**config.mk**
```make
export PLATFORM = sky130hd
export DESIGN_NAME = intensity_window
export DESIGN_NICKNAME = d
export VERILOG_FILES = /design/src/rtl/intensity_pkg.sv /design/src/rtl/intensity_lane.sv /design/src/rtl/intensity_window.sv
export SDC_FILE = /design/constraint.sdc
export NUM_CORES = 2
export LEC_CHECK = 0
export BUFFER_PORTS_ARGS = -buffer_cell sky130_fd_sc_hd__buf_4
export CELL_PAD_IN_SITES_DETAIL_PLACEMENT = 0
export CELL_PAD_IN_SITES_GLOBAL_PLACEMENT = 1
export CORE_ASPECT_RATIO = 2
export CORE_MARGIN = 2
export CORE_UTILIZATION = 40
export CTS_CLUSTER_DIAMETER = 200
export CTS_CLUSTER_SIZE = 30
export DETAILED_ROUTE_END_ITERATION = 8
export PLACE_DENSITY_LB_ADDON = 0.1
export SYNTH_ARGS = -nofsm -noshare
export SYNTH_HDL_FRONTEND = slang
export SYNTH_SLANG_ARGS = --single-unit
```
**constraint.sdc**
```tcl
create_clock -name clk -period 28 [get_ports clk]
set_input_delay 4.2 -clock clk [delete_from_list [all_inputs] [get_ports clk]]
set_output_delay 4.2 -clock clk [all_outputs]
set_load 0.005 [all_outputs]
```
**src/rtl/intensity_pkg.sv**
```systemverilog
// Shared types and arithmetic constants for the RGB->intensity window converter.
package intensity_pkg;

    typedef enum logic [1:0] {
        MODE_AVG  = 2'd0,
        MODE_LUMA = 2'd1,
        MODE_MAX  = 2'd2
    } mode_t;

    typedef enum logic [1:0] {
        IDLE    = 2'd0,
        COMPUTE = 2'd1,
        DONE    = 2'd2
    } state_t;

    localparam int LUMA_R  = 77;
    localparam int LUMA_G  = 150;
    localparam int LUMA_B  = 29;
    localparam int AVG_MUL = 683;
    localparam int AVG_SH  = 11;
    localparam int LUMA_SH = 8;

    // Raw mode encoding 2'b11 is an alias of AVG.
    function automatic mode_t decode_mode(input logic [1:0] raw);
        mode_t m;
        case (raw)
            2'b01:   m = MODE_LUMA;
            2'b10:   m = MODE_MAX;
            default: m = MODE_AVG;
        endcase
        return m;
    endfunction

endpackage

```
**src/rtl/intensity_lane.sv**
```systemverilog
// Combinational single-pixel RGB->intensity converter (AVG / LUMA / MAX) with saturation.
module intensity_lane
    import intensity_pkg::*;
#(
    parameter int PIX_W = 8
) (
    input  logic [3*PIX_W-1:0] pix,
    input  mode_t              mode,
    output logic [PIX_W-1:0]   y
);

    localparam int IW = PIX_W + 11;

    logic [PIX_W-1:0] r_s, g_s, b_s, max_s;
    logic [IW-1:0]    r_e_s, g_e_s, b_e_s, res_s;

    assign r_s   = pix[3*PIX_W-1 -: PIX_W];
    assign g_s   = pix[2*PIX_W-1 -: PIX_W];
    assign b_s   = pix[PIX_W-1 -: PIX_W];
    assign r_e_s = IW'(r_s);
    assign g_e_s = IW'(g_s);
    assign b_e_s = IW'(b_s);

    // Largest of the three channels.
    always_comb begin
        max_s = r_s;
        if (g_s > max_s) begin
            max_s = g_s;
        end else begin
            max_s = max_s;
        end
        if (b_s > max_s) begin
            max_s = b_s;
        end else begin
            max_s = max_s;
        end
    end

    // Mode-dependent arithmetic, then clamp anything wider than PIX_W.
    always_comb begin
        res_s = '0;
        case (mode)
            MODE_LUMA: res_s = (r_e_s * IW'(LUMA_R) + g_e_s * IW'(LUMA_G)
                                + b_e_s * IW'(LUMA_B)) >> LUMA_SH;
            MODE_MAX:  res_s = IW'(max_s);
            default:   res_s = ((r_e_s + g_e_s + b_e_s) * IW'(AVG_MUL)) >> AVG_SH;
        endcase
        if (|res_s[IW-1:PIX_W]) begin
            y = '1;
        end else begin
            y = res_s[PIX_W-1:0];
        end
    end

endmodule

```
**src/rtl/intensity_window.sv**
```systemverilog
// Time-multiplexed RGB->intensity converter for a pixel window with a held, double-buffered result.
module intensity_window
    import intensity_pkg::*;
#(
    parameter int PIX_W   = 8,
    parameter int NUM_PIX = 9,
    parameter int LANES   = 3
) (
    input  logic                         clk,
    input  logic                         n_rst,
    input  logic                         intensity_enable,
    input  logic [1:0]                   mode,
    input  logic [3*PIX_W*NUM_PIX-1:0]   pixelData,
    input  logic                         edgedetect_enable,
    output logic                         busy,
    output logic                         iGrid_valid,
    output logic [PIX_W*NUM_PIX-1:0]     iGrid
);

    localparam int S      = NUM_PIX / LANES;
    localparam int STEP_W = (S > 1) ? $clog2(S) : 1;
    localparam int PW3    = 3 * PIX_W;

    state_t                       state_q, state_d;
    logic [STEP_W-1:0]            step_q, step_d;
    logic [PW3*NUM_PIX-1:0]       pix_q, pix_d;
    mode_t                        mode_q, mode_d;
    logic [PIX_W*NUM_PIX-1:0]     work_q, work_d;
    logic [PIX_W*NUM_PIX-1:0]     grid_q, grid_d;
    logic [PW3-1:0]               lane_pix_s [LANES];
    logic [PIX_W-1:0]             lane_y_s   [LANES];
    logic                         last_step_s;

    assign last_step_s = (step_q == STEP_W'(S - 1));

    // Route pixels step*LANES .. step*LANES+LANES-1 of the shadow window to the lanes.
    always_comb begin
        for (int l = 0; l < LANES; l++) begin
            lane_pix_s[l] = pix_q[(NUM_PIX - 1 - (int'(step_q) * LANES + l)) * PW3 +: PW3];
        end
    end

    for (genvar gl = 0; gl < LANES; gl++) begin : g_lane
        intensity_lane #(.PIX_W(PIX_W)) u_lane (
            .pix  (lane_pix_s[gl]),
            .mode (mode_q),
            .y    (lane_y_s[gl])
        );
    end

    // Next-state, shadow load, work-buffer fill and output-grid update.
    always_comb begin
        state_d = state_q;
        step_d  = step_q;
        pix_d   = pix_q;
        mode_d  = mode_q;
        work_d  = work_q;
        grid_d  = grid_q;
        case (state_q)
            IDLE: begin
                if (intensity_enable) begin
                    pix_d   = pixelData;
                    mode_d  = decode_mode(mode);
                    step_d  = '0;
                    state_d = COMPUTE;
                end else begin
                    state_d = IDLE;
                end
            end
            COMPUTE: begin
                for (int l = 0; l < LANES; l++) begin
                    work_d[(NUM_PIX - 1 - (int'(step_q) * LANES + l)) * PIX_W +: PIX_W] = lane_y_s[l];
                end
                if (last_step_s) begin
                    grid_d  = work_d;
                    step_d  = '0;
                    state_d = DONE;
                end else begin
                    step_d  = step_q + STEP_W'(1);
                    state_d = COMPUTE;
                end
            end
            DONE: begin
                // A new start is honoured only together with the consumer's accept.
                if (edgedetect_enable) begin
                    if (intensity_enable) begin
                        pix_d   = pixelData;
                        mode_d  = decode_mode(mode);
                        step_d  = '0;
                        state_d = COMPUTE;
                    end else begin
                        state_d = IDLE;
                    end
                end else begin
                    state_d = DONE;
                end
            end
            default: begin
                step_d  = '0;
                state_d = IDLE;
            end
        endcase
    end

    // State and datapath registers with synchronous active-low reset.
    always_ff @(posedge clk) begin
        if (!n_rst) begin
            state_q <= IDLE;
            step_q  <= '0;
            pix_q   <= '0;
            mode_q  <= MODE_AVG;
            work_q  <= '0;
            grid_q  <= '0;
        end else begin
            state_q <= state_d;
            step_q  <= step_d;
            pix_q   <= pix_d;
            mode_q  <= mode_d;
            work_q  <= work_d;
            grid_q  <= grid_d;
        end
    end

    assign busy        = (state_q == COMPUTE);
    assign iGrid_valid = (state_q == DONE);
    assign iGrid       = grid_q;

endmodule

```
==> results by group <==
Run status
  – Outcome: finished with violations
  – Failing checks: max-capacitance violations, max-slew violations

Layout
  – Layout area overhead: 9.824%
  – Fillers: between 10k and 15k
  – Final design utilization: between 40% and 50%
  – Post-Layout Inst Area: 48,610 sq um
  – Share of post-route cells with drive strength above 1: between 10% and 20%
  – Final #Nets: 6,512

Route
  – Avg WL per Cell: 34.47 um
  – Routed wire length: 237,500 um
  – Remaining antenna violation count: 0
  – DRT Pass-1 Iters: 6
  – Iteration-0 DRC Markers: roughly 3.5k
  – Vias/cell: ~6.4
  – Drt drc: 0
  – Via count: 43.94k

Global route
  – Vias in the first global route: ~44k
  – Initial antenna violation count: 19
  – Tot GR Track Use: about two fifths
  – Overflow left after global routing: 0
  – Largest net degree at the start of global routing: 124
  – First-pass GRT wire length: 328,900 um

Worst setup path
  – Critical-path maximum fanout: 46
  – Startpoint class of the critical path: flop
  – Critical path class: flop to flop
  – Largest stage delay on the critical path: about 0.98 ns
  – Slowest cell on the critical path: a211oi_2
  – Worst EP arrival: 14.13 ns
  – Crit end category: flop
  – Worst EP required: 28.49 ns

Worst hold path
  – Hold Path Class: flop to flop

Floorplan
  – Row count: between 150 and 200
  – Die H: 474.4 um
  – Chip width: 239.2 um
  – Number of I/O pins: 296
  – Full die area: 113,500 sq um
  – Initial Util: 40.32%
  – Core area: 109,800 sq um

Job
  – Max Cap Violations: 1

Timing
  – Tcrit/Tclk final: 48.71%
  – Final count of negative-setup-slack endpoints: 0
  – Least-Margin Pin Slew: 1.495 ns
  – Slew headroom: -0.4453%
  – Slew Viols, Final: 1
  – Total negative slack: 0 ns
  – Worst clock skew: about 0.045 ns
  – Min Tclk post-route: 13.64 ns
  – RSZ-0062 raised after global routing: no
  – F_max: 73.32 MHz
  – Hold Fails Final Rpt: 0

Clock network
  – Clk sinks: 366
  – Maximum clock path buffer count: 3
  – CTS root buf: clkbuf_16
  – Setup bufs post-CTS: 0
  – Clk_lat worst skew: 0.64 ns
  – CTS resizes: 0
  – Htree depth: 1
  – Num CTS Buffers: 16
  – CTS tree: done
  – Clock slew at reported path FFs: 0.13 ns
  – Post-CTS Hold Fix Bufs: 0

Yosys
  – Synth top area share: 17.56%
  – Most common flop cell mapped by yosys: dfxtp_1
  – Syn nets: 6,339
  – Area leader, netlist: ha_1
  – Synthesized area: 44,260 sq um
  – EDFF count, synth: 0
  – Top-count cell post-synth: nand2_1
  – Top post-synthesis cells by area: ha_1 (18%), dfxtp_1 (17%), fa_1 (8.1%)
  – Synthesized instance count: between 5k and 6k
  – Yosys reg bits: 366
  – Sequential area share after synthesis: ~17%
  – FFs w/ async S/R, synth: 0%
  – Synthesis Warnings: 0
  – Commonest cells in the netlist: nand2_1 (653), ha_1 (621), inv_1 (536), a21oi_1 (515), dfxtp_1 (366)
  – Mean Syn Cell Area: 8.325 sq um
  – Unique masters post-synth: 99

Placement
  – DP Area: a little under 50,000 sq um
  – GPL Wtd Cong: 1.103
  – Port bufs: 295
  – HPWL after DPL: roughly 190,000 um
worst paths after layout:
| path | start | to | slack [ns] | depth (start not counted) |
|---|---|---|---|---|
| hold / removal | work_q[40] | work_q[40] | 0.47 | 2 |
| setup reg to reg | step_q[0] | work_q[14] | 14.36 | 39 |
| setup / recovery | step_q[0] | work_q[14] | 14.36 | 39 |
| hold reg to reg | work_q[40] | work_q[40] | 0.47 | 2 |
cell families after synthesis:
family | after synthesis | share of synthesized area, %
AO/OA/AOI/OAI | 1409 | 20.12
AND/OR/NAND/NOR | 1403 | 14.44
buffers and inverters | 820 | 7.616
adder cells (fa/ha/maj) | 801 | 25.70
flip-flops | 366 | 16.56
multiplexers | 368 | 12.54
XOR/XNOR | 149 | 3.042
layout by cell type (no fill, tap or decap), types with 22 or more instances in the layout:
cell type / n
o31ai_1: 37
a22oi_1: 30
a211oi_1: 50
nand4_1: 23
mux2i_1: 187
or2_2: 23
ha_1: 615
o211ai_1: 31
fa_1: 180
mux2_2: 31
a31oi_1: 56
a221oi_1: 24
nor3_1: 106
o22ai_1: 32
a21oi_1: 515
o21a_1: 31
nand2b_1: 45
nor2_1: 243
a21o_1: 76
mux4_2: 142
nand2_1: 652
and2_1: 27
o21bai_1: 23
nor2b_1: 61
buf_4: 433
nand3_1: 101
dfxtp_1: 365
inv_1: 534
xnor2_1: 94
and3_1: 22
o21ai_0: 273
xor2_1: 52
registers in the layout (all words and copies together), names as in the netlist:
register	flops
state_q	2
mode_q	2
iGrid	72
work_q	72
pix_q	216
step_q	2
layout make-up:
cell class | count | area [sq um] | share of cell area [%]
clock inverters | 2 | 50.05 | 0.1030
diodes | 10 | 25.02 | 0.05148
well taps | 1392 | 1742 | 3.583
repair buffers | 437 | 3298 | 6.786
clock buffers | 17 | 425.4 | 0.8752
inverters | 538 | 2027 | 4.170
flip-flops and latches | 366 | 7331 | 15.08
multi-input cells | 4130 | 33710 | 69.35
critical path, delay by kind of cell, from the launching register on:
family / cells / cell delay [ns]
and+or+nand+nor: 6 / 1.89
DFF: 1 / 0.82
xor gates and xnor gates: 2 / 0.61
AOI/OAI and AO/OA: 13 / 3.77
buffers and inverters: 8 / 2.47
adders and majority gates: 10 / 3.91
stage by stage:
stage                     cells  hold slack [ns]  setup slack (ns)
after detailed placement   6859           0.4471             14.64
after floorplan            5316           0.4273             17.14
after CTS                  6878           0.4664             14.62
after global routing       6884           0.4849             13.53
after global placement     6859           0.4384             14.58
final                      6892           0.4662             14.36
per-layer routing:
metal  global-route usage (%)  share of wire, %  vias to the layer above
met2                    70.86                48                     2117
met1                    38.37                32                    21471
met4                    46.22                14                        8
met5                        0             0.024                        -
met3                    9.349               6.3                      994
li1                         -                 -                    19350
Power is left out: the tool's default activity adds up to more than one toggle a clock period on the data nets, which glitch-free logic cannot reach.
